### config.mk
export PLATFORM = sky130hd
export DESIGN_NAME = sa_drain
export DESIGN_NICKNAME = d
export VERILOG_FILES = /design/src/rtl/sa_pkg.sv /design/src/rtl/sa_fifo.sv /design/src/rtl/sa_drain.sv
export SDC_FILE = /design/constraint.sdc
export NUM_CORES = 1
export LEC_CHECK = 0
export ABC_CLOCK_PERIOD_IN_PS = 5500
export CAP_MARGIN = 0
export CELL_PAD_IN_SITES_DETAIL_PLACEMENT = 1
export CELL_PAD_IN_SITES_GLOBAL_PLACEMENT = 2
export CORE_MARGIN = 2
export CORE_UTILIZATION = 40
export DETAILED_ROUTE_END_ITERATION = 8
export PLACE_DENSITY = 0.87
export SYNTH_ARGS = -nofsm -noshare
export SYNTH_HDL_FRONTEND = slang
export SYNTH_SLANG_ARGS = --single-unit
export TNS_END_PERCENT = 20
### constraint.sdc
create_clock -name clk -period 5.5 [get_ports clk]
set_clock_uncertainty 0.15 [all_clocks]
set_input_delay 0.825 -clock clk [delete_from_list [all_inputs] [get_ports clk]]
set_output_delay 0.825 -clock clk [all_outputs]
set_load 0.005 [all_outputs]
### src/rtl/sa_pkg.sv
// Shared definitions for the systolic-array east-edge drain block:
// result-width defaults, job-length width, FSM encoding and step-counter bound.
package sa_pkg;

  localparam int RES_W_DEF = 16;  // default signed result width per row
  localparam int NVEC_W    = 8;   // width of the per-job vector count

  typedef enum logic {
    S_IDLE = 1'b0,
    S_RUN  = 1'b1
  } state_t;

  // Largest step count a job can ever need; the counter parks here.
  function automatic int step_max(input int cols, input int rows);
    return (1 << NVEC_W) - 1 + cols + rows;
  endfunction

endpackage

### src/rtl/sa_fifo.sv
// Synchronous first-word-fall-through FIFO used to buffer aligned result
// vectors. DEPTH must be a power of two (>= 2). rdata reads 0 while empty.
module sa_fifo #(
  parameter int WIDTH = 64,
  parameter int DEPTH = 4
) (
  input  logic             clk,
  input  logic             rst,
  input  logic             push,
  input  logic [WIDTH-1:0] wdata,
  input  logic             pop,
  output logic [WIDTH-1:0] rdata,
  output logic             empty,
  output logic             full
);

  localparam int AW = $clog2(DEPTH);

  logic [WIDTH-1:0] mem [DEPTH];
  logic [AW:0]      wptr;
  logic [AW:0]      rptr;

  assign empty = (wptr == rptr);
  assign full  = (wptr[AW] != rptr[AW]) && (wptr[AW-1:0] == rptr[AW-1:0]);
  assign rdata = empty ? '0 : mem[rptr[AW-1:0]];

  // Pointer update; the caller only pushes when there is room or a pop frees a slot.
  always_ff @(posedge clk) begin
    // NOTE: sequential state uses non-blocking assignments so every register samples pre-edge values.
    if (rst) begin
      wptr <= '0;
      rptr <= '0;
    end else begin
      if (push) wptr <= wptr + 1'b1;
      if (pop && !empty) rptr <= rptr + 1'b1;
    end
  end

  // Storage write; contents are qualified by the pointers so they need no reset.
  always_ff @(posedge clk) begin
    // NOTE: the memory array is deliberately left out of reset; empty gates what reaches rdata.
    if (push) mem[wptr[AW-1:0]] <= wdata;
  end

endmodule

### src/rtl/sa_drain.sv
// East-edge drain for a ROWS x COLS systolic array: samples each row's partial
// sums in its valid window, de-skews the rows into aligned vectors and queues
// them into an output FIFO with a valid/ready handshake.
// Optional build macro SA_DRAIN_RELU_EN: clamp negative lanes to 0 at FIFO write.
module sa_drain
  import sa_pkg::*;
#(
  parameter int ROWS       = 4,
  parameter int COLS       = 4,
  parameter int RES_W      = RES_W_DEF,
  parameter int FIFO_DEPTH = 4
) (
  input  logic                  clk,
  input  logic                  rst,
  input  logic                  step_valid,
  input  logic                  conf,
  input  logic [ROWS*RES_W-1:0] row_res,
  input  logic                  go,
  input  logic [NVEC_W-1:0]     num_vec,
  output logic [ROWS*RES_W-1:0] out_data,
  output logic                  out_valid,
  input  logic                  out_ready,
  output logic                  busy,
  output logic                  done,
  output logic                  ovf
);

  localparam int LAT   = COLS;
  localparam int S_MAX = step_max(COLS, ROWS);
  localparam int CW    = $clog2(S_MAX + 1);
  localparam int ALIGN = LAT + ROWS - 1;   // step at which vector 0 is aligned

  state_t            state_q, state_d;
  logic [CW-1:0]     s_q, s_d;
  logic [NVEC_W-1:0] nvec_q, nvec_d;
  logic              done_q, done_d;
  logic              ovf_q;

  logic              step;
  logic              run_step;
  logic [ROWS-1:0]   in_win;
  logic              push_req;
  logic              last_vec;
  logic              fifo_full;
  logic              fifo_empty;
  logic              pop;
  logic              push;

  logic [ROWS-1:0][RES_W-1:0] aligned;
  logic [ROWS-1:0][RES_W-1:0] wvec;

  assign step     = step_valid && !conf;
  assign run_step = (state_q == S_RUN) && step;

  // Per-row sampling window and push/last-vector decode for the current step.
  always_comb begin
    in_win   = '0;
    push_req = 1'b0;
    last_vec = 1'b0;
    for (int r = 0; r < ROWS; r++) begin
      in_win[r] = run_step && (int'(s_q) - LAT - r >= 0)
                           && (int'(s_q) - LAT - r < int'(nvec_q));
    end
    if (run_step && (int'(s_q) >= ALIGN) && (int'(s_q) - ALIGN < int'(nvec_q))) begin
      push_req = 1'b1;
      last_vec = (int'(s_q) - ALIGN == int'(nvec_q) - 1);
    end
  end

  // Row de-skew: row r waits ROWS-1-r steps so all lanes of a vector line up.
  for (genvar r = 0; r < ROWS; r++) begin : g_row
    localparam int D = ROWS - 1 - r;
    logic [RES_W-1:0] lane_in;
    assign lane_in = in_win[r] ? row_res[r*RES_W +: RES_W] : '0;

    if (D == 0) begin : g_direct
      assign aligned[r] = lane_in;
    end else begin : g_skew
      logic [RES_W-1:0] sr [D];
      // Shift line advancing only on array steps during a job.
      always_ff @(posedge clk) begin
        if (rst) begin
          for (int i = 0; i < D; i++) sr[i] <= '0;
        end else if (run_step) begin
          sr[0] <= lane_in;
          for (int i = 1; i < D; i++) sr[i] <= sr[i-1];
        end
      end
      assign aligned[r] = sr[D-1];
    end

`ifdef SA_DRAIN_RELU_EN
    assign wvec[r] = aligned[r][RES_W-1] ? '0 : aligned[r];
`else
    assign wvec[r] = aligned[r];
`endif
  end

  assign pop  = out_valid && out_ready;
  assign push = push_req && (!fifo_full || pop);

  sa_fifo #(
    .WIDTH (ROWS*RES_W),
    .DEPTH (FIFO_DEPTH)
  ) u_fifo (
    .clk   (clk),
    .rst   (rst),
    .push  (push),
    .wdata (wvec),
    .pop   (pop),
    .rdata (out_data),
    .empty (fifo_empty),
    .full  (fifo_full)
  );

  assign out_valid = !fifo_empty;
  assign busy      = (state_q == S_RUN);
  assign done      = done_q;
  assign ovf       = ovf_q;

  // Job FSM next-state: accept go in IDLE, count steps in RUN, finish on last vector.
  always_comb begin
    // NOTE: every combinational output gets a default first so no latch is inferred.
    state_d = state_q;
    s_d     = s_q;
    nvec_d  = nvec_q;
    done_d  = 1'b0;
    case (state_q)
      S_IDLE: begin
        if (go) begin
          nvec_d = num_vec;
          s_d    = '0;
          if (num_vec == '0) done_d  = 1'b1;
          else               state_d = S_RUN;
        end
      end
      S_RUN: begin
        if (step && (s_q != CW'(S_MAX))) s_d = s_q + 1'b1;
        if (last_vec) begin
          state_d = S_IDLE;
          done_d  = 1'b1;
        end
      end
      default: state_d = S_IDLE;
    endcase
  end

  // Job FSM state, counters and the sticky overflow flag.
  always_ff @(posedge clk) begin
    if (rst) begin
      state_q <= S_IDLE;
      s_q     <= '0;
      nvec_q  <= '0;
      done_q  <= 1'b0;
      ovf_q   <= 1'b0;
    end else begin
      state_q <= state_d;
      s_q     <= s_d;
      nvec_q  <= nvec_d;
      done_q  <= done_d;
      if (push_req && fifo_full && !pop) ovf_q <= 1'b1;
    end
  end

endmodule

* Word-level counts from Yosys, hierarchy flattened
Memory sizes are Yosys's and may differ from the RTL's. A register that Yosys moved wholly into a read port is not among the register bits.
Index checks and enable logic that the tools add are counted.
W data, S select, Z words.
** Storage, ports and cells
- Register bits after elaboration :: 26
- Bits in writable memories :: 352
- Input bits :: 78
- Logic and storage cells :: 105
- Memories :: 4
** Cells by class
- $add $sub $neg :: 9
- $lt $le $gt $ge :: 10
- Equality and inequality tests :: 7
- Mux-type cells :: 34
- Bitwise operators :: 6
- Reduce and logical (&&, ||, !) cells :: 28
** Memory list
- u_fifo.mem :: words 4, bits a word 64, rd ports 1, clocked after Yosys merged registers in 1, wr ports 1, line sa_fifo.sv:19 : logic [WIDTH-1:0] mem [DEPTH];
- g_row[0].g_skew.sr :: words 3, bits a word 16, rd ports 3, clocked after Yosys merged registers in 0, wr ports 3, line sa_drain.sv:79 : logic [RES_W-1:0] sr [D];
- g_row[1].g_skew.sr :: words 2, bits a word 16, rd ports 2, clocked after Yosys merged registers in 0, wr ports 2, line sa_drain.sv:79
- g_row[2].g_skew.sr :: words 1, bits a word 16, rd ports 1, clocked after Yosys merged registers in 0, wr ports 1, line sa_drain.sv:79
** Operators with widths (count)
- $mux W16 :: 10
- $ge A32 B1 Y1 const B :: 2
- $lt A32 B9 Y1 :: 2
- $mux W64 :: 1
- $sub A10 B3 Y11 const B :: 2
- $lt A10 B9 Y1 :: 2
- $sub A9 B3 Y10 const B :: 2
- $logic_and A1 B1 Y1 :: 19
- $mux W9 :: 2
- $pmux W9 S2 :: 1
- $mux W1 :: 16
- $reduce_or A16 Y1 :: 1
- $ge A11 B1 Y1 const B :: 1
- $lt A11 B9 Y1 :: 1
- $sub A10 B2 Y11 const B :: 1
- $eq A10 B9 Y1 :: 1
- $ge A10 B1 Y1 const B :: 1
- $add A9 B1 Y9 const B :: 1
- $ge A9 B3 Y1 const B :: 1
- $ne A9 B9 Y1 const B :: 1
- $sub A8 B1 Y9 const B :: 1
- $logic_not A8 Y1 :: 1
- $add A3 B1 Y3 const B :: 2
- $or A1 B1 Y1 :: 5
- other kinds (11) :: 17

* Logic depth before layout (Yosys ltp)
Gate-level depths: netlist (run 1).
- Depth in word-level cells :: 9
- Gate-level depth with buffers :: 14

* Cells and area by module
A second synthesis (run 1) with hierarchy kept.
** Second synthesis, totals
- Cell total of the unflattened synthesis :: 1009
- Area, all modules :: 16957.5 sq um
** Modules (own cells, without submodules)
- sa_fifo :: instances 1, cells an instance 457, area each 10598.9 sq um, sequential area each 7847.5 sq um
- sa_drain :: instances 1, cells an instance 552, area each 6358.6 sq um, sequential area each 3283.1 sq um

* Least setup slack after synthesis (run 1)
No wires, ideal clock.
- Path kind :: reg-to-reg
- Start point :: register s_q[3]
- End point :: memory u_fifo.mem[3][0], enable pin
- Library setup time :: 0.430 ns
- Arrival :: 4.051 ns
- Path slack :: 0.869 ns
- Cell stages (with the launch flop) :: 12
- Buffers on the path :: 1
- Period minus slack after synthesis :: 4.631 ns
- Cells stage by stage :: dfxtp_1 buf_4 inv_1 ha_1 a2111oi_2 xor2_1 ha_1 a21o_1 a2111oi_0 o21bai_1 o211a_2 and2_1
** On the way
- Longest elaborated chain between the ends :: 7
** Ends and longest elaborated chain
- start: declaration :: line sa_drain.sv:34 : logic [CW-1:0] s_q, s_d;
- start signal: assignment :: line sa_drain.sv:152 : s_q <= '0;
- start signal: assignment :: line sa_drain.sv:158 : s_q <= s_d;
- $sub A9 B3 Y10 / $ge A9 B3 Y1 (equally long branches) :: line sa_drain.sv:64 : if (run_step && (int'(s_q) >= ALIGN) && (int'(s_q) - ALIGN < int'(nvec_q))) begin
- $lt A10 B9 Y1 / $logic_and A1 B1 Y1 (equally long branches) :: line sa_drain.sv:64
- $logic_and A1 B1 Y1 (*) :: line sa_drain.sv:64
- $mux W1 (*) :: line sa_drain.sv:64
- $logic_and A1 B1 Y1 (*) :: line sa_drain.sv:100 : assign push = push_req && (!fifo_full || pop);
- $mux W1 (*) :: line sa_fifo.sv:42 : if (push) mem[wptr[AW-1:0]] <= wdata;
- $mux W1 (implied by the code) (*) :: line sa_fifo.sv:42
- end: declaration :: line sa_fifo.sv:19
Mark *: on every way between the ends. The rest lies on a longest branch, timed or not.

* Final worst setup path (run 1)
- Start point :: register s_q[3]
- End point :: memory u_fifo.mem[3][12], enable pin
Same word-level chain as after synthesis.

==> metrics.md, run 1 <==
| Metric | Value |
|---|---|
| Post-cts sizing count | `0` |
| Min Hold Slack | `around 330 ps` |
| Most used DFF post-synth | `edfxtp_1` |
| Mapped cell area | `0.0167 sq mm` |
| Final ANT Viol Nets | `0` |
| Max clock buf depth | `3` |
| Crit path required time | `around 5600 ps` |
| Seq/Total Area, Yosys | `0.666` |
| Max Clock Freq | `~0.24 GHz` |
| Minimum clock period | `about 4200 ps` |
| Kind of critical path | `flip-flop to flip-flop` |
| Htree depth | `2` |
| Syn nets | `about 1,200` |
| Gpl congestion | `0.773` |
| Crit path from | `s_q[3]` |
| Final hold vios | `0` |
| Synth Area in Adders | `0.0389` |
| Ports | `between 100 and 150` |
| Vias per std cell | `5.27` |
| Leak pwr | `approximately 6.6 nW` |
| Pwr dens | `just under 300 mW/mm^2` |
| Status | `complete, no violations` |
| Final setup viols | `0` |
| Die area | `0.0434 sq mm` |
| DP Wirelength | `24.7 mm` |
| GRT Total Usage | `0.172` |
| Horiz. Die Dim | `between 200 and 250 um` |
| Number of clock sinks | `380` |
| Least-Margin Pin Slew | `1250 ps` |
| Post-CTS setup buffer count | `0` |
| RR Startpoint | `s_q[3]` |
| Remaining routing DRC violations | `0` |
| Fillcell total | `3,923` |
| Vias in the first global route | `a little under 10,000` |
| First-pass GRT wire length | `57.2 mm` |
| Synth Area in Simple Gates | `0.125` |
| Post-Route Setup TNS | `0 ps` |
| Max-slew violation count | `0` |
| Mapped Cells | `1,029` |
| Hold_buf cts | `0` |
| Antenna Cells | `0` |
| Max-slew headroom | `0.169` |
| Row count | `74` |
| Port Buffers | `145` |
| Critical path startpoint category | `flip-flop` |
| Worst ir drop on vdd | `0.214 mV` |
| Worst-path maximum fanout | `39` |
| Commonest non-fill, non-tap cell in the layout | `edfxtp_1` |
| Post-synthesis compound-gate area fraction | `0.0311` |
| Chip height | `between 200 and 250 um` |
| Drt wl/cell | `21.4 um` |
| Drt initial violations | `625` |
| Synth area leaders | `edfxtp_1 (63%), mux4_2 (8.6%), and2_1 (5.0%)` |
| Largest net degree at the start of global routing | `68` |
| Final WL | `~37 mm` |
| Worst EP arrival | `4280 ps` |
| Synth top area share | `0.632` |
| Commonest cells after routing, fill and taps aside | `edfxtp_1 (352), clkdlybuf4s50_1 (145), and2_1 (129), mux4_2 (64), ha_1 (52)` |
| Clk_lat worst skew | `540 ps` |
| Initial Util | `0.408` |
| Synth Register Bits | `380` |
| Core Area | `about 0.041 sq mm` |
| Clock slew at reported path FFs | `around 60 ps` |
| Synth Area in XOR/XNOR | `0.0271` |
| CTS Buf Count | `39` |
| Yosys warnings | `0` |
| Routed vias | `9,131` |
| Share of cells above drive strength 1 | `0.143` |
| Multiplexer share of the synthesized area | `0.0913` |
| Largest family of logic cells by synthesized area | `simple AND/OR/NAND/NOR gates` |
| Tcrit/Tclk final | `0.767` |
| RSZ-0062 raised after global routing | `false` |
| Asr flop ratio synth | `0` |
| Synth-to-Final Area Change | `19.2%` |
| Leading area contributor after synthesis | `edfxtp_1` |
| Crit end category | `flip-flop` |
| CTS root buf | `clkbuf_16` |
| Hold Crit Start | `nvec_q[5]` |
| GRT Residual Overflow | `0` |
| Hold Path Class | `flip-flop to flip-flop` |
| Pre-antenna DRT Iters | `5` |
| Initial antenna violation count | `3` |
| # nets final | `roughly 1,300` |
| Max-cap violation count | `0` |
| TritonCTS clock tree | `done` |
| Synthesized area per cell | `16.2 sq um` |
| Cell variety after synth | `63` |
| Number of synthesized flops with an enable pin | `352` |
==> synth_stat cells, types with 8 or more instances <==
library cell and n:
ha_1 52, and3_1 16, and2_1 133, nand3_1 17, dfxtp_1 28, nor3_2 11
nor4_1 8, clkbuf_1 35, a21oi_1 29, xnor2_1 24, edfxtp_1 352, nor4b_2 9
mux4_2 64, nand2_1 30, inv_1 22, nand4b_1 16, nor2_1 34, nor3_1 9
buf_2 10, xor2_1 17
==> kinds of logic after synthesis <==
family	Yosys count
AO/OA/AOI/OAI	78
adder cells (fa/ha/maj)	52
AND/OR/NAND/NOR	325
multiplexers	71
flip-flops	380
XOR/XNOR	46
buffers and inverters	77
==> routing by layer <==
| metal | global-route usage | routed length [um] | vias up |
|---|---|---|---|
| li1 | - | - | 4214 |
| met1 | 0.229 | 16100 | 4635 |
| met2 | 0.287 | 18100 | 220 |
| met3 | 0.0305 | 1840 | 60 |
| met4 | 0.0553 | 981 | 2 |
| met5 | 0 | 13 | - |
==> per-stage QoR <==
step | total power [W] | utilization | setup WS [ps] | cells | area [sq um]
floorplan | 0.00335 | - | 869 | 1029 | 16700
global placement | 0.00345 | 0.457 | 1430 | 1663 | 18700
detailed placement | 0.00346 | 0.457 | 1320 | 1663 | 18700
CTS | 0.00587 | 0.486 | 1290 | 1733 | 19900
global route | 0.00599 | 0.486 | 904 | 1733 | 19900
finish | 0.00582 | 0.486 | 1280 | 1733 | 19900
==> final timing paths <==
check | depth (start not counted) | slack [ps] | end
setup / recovery | 11 | 1280 | u_fifo.mem[3][12]
hold / removal | 2 | 330 | nvec_q[5]
setup reg to reg | 11 | 1280 | u_fifo.mem[3][12]
hold reg to reg | 2 | 330 | nvec_q[5]
==> critical path, cell delays in order, from the launching register on <==
cell       delay (ps)
dfxtp_1           700
inv_1             200
ha_1              290
a2111oi_2         340
xor2_1            160
ha_1              240
a21o_1            170
a2111oi_0         340
o21bai_1          190
o211a_2           300
and2_4            460
buf_12            310
==> power by group <==
group | switching, W | leakage, nW | total, W | internal (W)
logic | 0.0000909 | 2.54 | 0.000186 | 0.0000953
registers | 0.0000287 | 3.49 | 0.00321 | 0.00318
clock network | 0.00106 | 0.572 | 0.00243 | 0.00137
total | 0.00117 | 6.60 | 0.00582 | 0.00465
==> state kept, by name (all words and copies together), names as in the netlist, named ones only <==
| signal | flops |
|---|---|
| u_fifo.mem | 256 |
| g_row.g_skew.sr | 96 |
| s_q | 9 |
| nvec_q | 8 |
| u_fifo.rptr | 3 |
| u_fifo.wptr | 3 |
| busy | 1 |
| done | 1 |
| ovf | 1 |
==> area by class of cell <==
| type | count | area (sq um) | share of cell area |
|---|---|---|---|
| flip-flops and latches | 380 | 11100 | 0.559 |
| multi-input cells | 572 | 5270 | 0.264 |
| repair buffers | 157 | 1590 | 0.0799 |
| clock buffers | 51 | 1060 | 0.0534 |
| well taps | 532 | 666 | 0.0334 |
| clock inverters | 19 | 113 | 0.00565 |
| inverters | 22 | 82.6 | 0.00414 |
(Power assumes the default switching activity.)
==> inputs of run 2 (changes only) <==
ABC_CLOCK_PERIOD_IN_PS = 3750   (was 5500)
CORE_UTILIZATION = 39   (was 40)
PLACE_DENSITY = 0.89   (was 0.87)
clock period = 3.75 ns   (was 5.5 ns; I/O delays follow)
==> run 2 against run 1 <==
Net effect: via count rose by 1.2%; flip-flop and latch count did not move; routed wire length grew 2.2%; cell count is 2.3% higher; final area up 2.9%; sequential share of layout area decreased by 1.6 points; largest power group unchanged.
==> metrics.md, run 2 (synthesized netlist as in run 1, its figures left out) <==
| Metric | Value |
|---|---|
| Max-cap violation count | `0 (unchanged)` |
| Least-Margin Pin Slew | `703 ps (-543 ps)` |
| Initial Util | `0.397 (-0.0108)` |
| Drt wl/cell | `21.4 um (-0.15%)` |
| Crit path from | `u_fifo.wptr[0]` |
| Util after Layout | `0.487 (+0.000809)` |
| RSZ-0062 raised after global routing | `false` |
| Power, Total | `0.00903 W (+55%)` |
| CTS Buf Count | `40 (+2.6%)` |
| Max Clock Freq | `~0.28 GHz` |
| Commonest non-fill, non-tap cell in the layout | `edfxtp_1` |
| Cell count of the worst reg-to-reg path | `11 (unchanged)` |
| Pwr dens | `440 mW/mm^2 (+51%)` |
| Clock slew at reported path FFs | `60 ps (about the same)` |
| Leak pwr | `6.87 nW (+4.1%)` |
| Worst-path maximum fanout | `36 (-7.7%)` |
| FF-to-FF setup slack | `260 ps (-1020 ps)` |
| GRT Residual Overflow | `0 (unchanged)` |
| Drt initial violations | `640 (+2.4%)` |
| Synth-to-Final Area Change | `22.6%` |
| Routed vias | `9,238 (+1.2%)` |
| RR Startpoint | `s_q[1]` |
| Crit path required time | `3040 ps (-2530 ps)` |
| Max clock buf depth | `3 (unchanged)` |
| Commonest cells after routing, fill and taps aside | `edfxtp_1 (352), clkdlybuf4s50_1 (145), and2_1 (129), mux4_2 (64), ha_1 (51)` |
| First-pass GRT wire length | `59.1 mm (+3.2%)` |
| Post-Layout Cell Count | `1,773 (+2.3%)` |
| Final hold vios | `0 (unchanged)` |
| CTS root buf | `clkbuf_16` |
| Row count | `75 (+1.4%)` |
| TritonCTS clock tree | `done` |
| Horiz. Die Dim | `211 um (+1.2%)` |
| Final ANT Viol Nets | `0 (unchanged)` |
| Core Area | `0.0421 sq mm (+2.7%)` |
| Hold Path Class | `flip-flop to flip-flop` |
| Clk_lat worst skew | `540 ps (about the same)` |
| Tcrit/Tclk final | `0.939` |
| Worst R2R End | `u_fifo.mem[2][20]` |
| Number of clock sinks | `380 (unchanged)` |
| Status | `complete, no violations` |
| Dpl cells | `1,699 (+2.2%)` |
| Vias in the first global route | `10,052 (+3.7%)` |
| Final WL | `37.9 mm (+2.2%)` |
| Critical path startpoint category | `flip-flop` |
| Minimum clock period | `3520 ps` |
| Initial antenna violation count | `1 (-2)` |
| Crit end category | `output port` |
| Largest net degree at the start of global routing | `97 (+43%)` |
| Vias per std cell | `5.21 (-1.1%)` |
| Hold_buf cts | `0 (unchanged)` |
| Max FFs per register | `256 (unchanged)` |
| Port Buffers | `145 (unchanged)` |
| Die area | `0.0445 sq mm (+2.5%)` |
| Crit path capture | `out_data[63]` |
| Share of cells above drive strength 1 | `0.170 (+0.0270)` |
| Post-CTS setup buffer count | `0 (unchanged)` |
| Final setup viols | `0 (unchanged)` |
| Post-Route Setup TNS | `0 ps (unchanged)` |
| Chip height | `211 um (+1.2%)` |
| Max-slew headroom | `0.531 (+0.361)` |
| DP Wirelength | `26.2 mm (+6.1%)` |
| Max-slew violation count | `0 (unchanged)` |
| Remaining routing DRC violations | `0 (unchanged)` |
| Fillcell total | `4,018 (+2.4%)` |
| Worst ir drop on vdd | `0.280 mV (+30%)` |
| # nets final | `1,332 (+2.3%)` |
| Gpl congestion | `0.774 (+0.10%)` |
| Kind of critical path | `flip-flop to output port` |
| Ports | `146 (unchanged)` |
| Pre-antenna DRT Iters | `5 (unchanged)` |
| Antenna Cells | `0 (unchanged)` |
| Worst EP arrival | `2810 ps (-1470 ps)` |
| Htree depth | `2 (unchanged)` |
| Post-cts sizing count | `0 (unchanged)` |
| GRT Total Usage | `0.173 (+0.00154)` |
## run 2: how the worst min path moves through the flow
stage,startpoint,endpoint,cells after the start
after floorplan,nvec_q[5],nvec_q[5],2
after global routing,g_row[1].g_skew.sr[0][26],u_fifo.mem[1][26],0
after CTS,nvec_q[5],nvec_q[5],2
after detailed placement,nvec_q[5],nvec_q[5],2
after global placement,nvec_q[5],nvec_q[5],2
final,nvec_q[5],nvec_q[5],2
## run 2: per-layer routing
metal | vias up | wire [um] | track usage
li1 | 4281 | - | -
met1 | 4680 | 16500 | 0.231
met2 | 219 | 18600 | 0.290
met3 | 58 | 1780 | 0.0305
met4 | 0 | 922 | 0.0537
met5 | - | 0 | 0
## run 2: power by group
group | switching [W] | internal, W | total (W) | leakage (nW)
registers | 0.0000434 | 0.00466 | 0.00471 | 3.49
logic | 0.000133 | 0.000144 | 0.000277 | 2.73
clock network | 0.00160 | 0.00244 | 0.00404 | 0.649
## run 2: layout make-up
cell class | count | area, sq um | area share
clock buffer | 52 | 1070 | 0.0521
timing repair buffer | 186 | 1960 | 0.0956
multi-input combinational | 572 | 5300 | 0.259
sequential | 380 | 11100 | 0.543
clock inverter | 22 | 275 | 0.0134
tap | 539 | 674 | 0.0329
inverter | 22 | 82.6 | 0.00403
## run 2: stage by stage
step                      hold slack, ps  setup WS, ps  instance area [sq um]
after global placement               311           158                  19100
after CTS                            331          23.3                  20500
after global routing                 361          8.35                  20500
after detailed placement             322          55.2                  19100
after floorplan                      295          -170                  16700
final                                321           228                  20500
## run 2: critical path: stages (launching register included)
cell             delay, ps
dfxtp_1                370
xnor2_1                260
nand3_2                590
buf_12                 410
and2_1                 170
clkdlybuf4s50_1        450
==> inputs of run 3 (changes only) <==
GPL_ROUTABILITY_DRIVEN = 0   (was default)
==> results of run 3 <==
No change in the layout: final DEF, timing and power equal those of run 2.
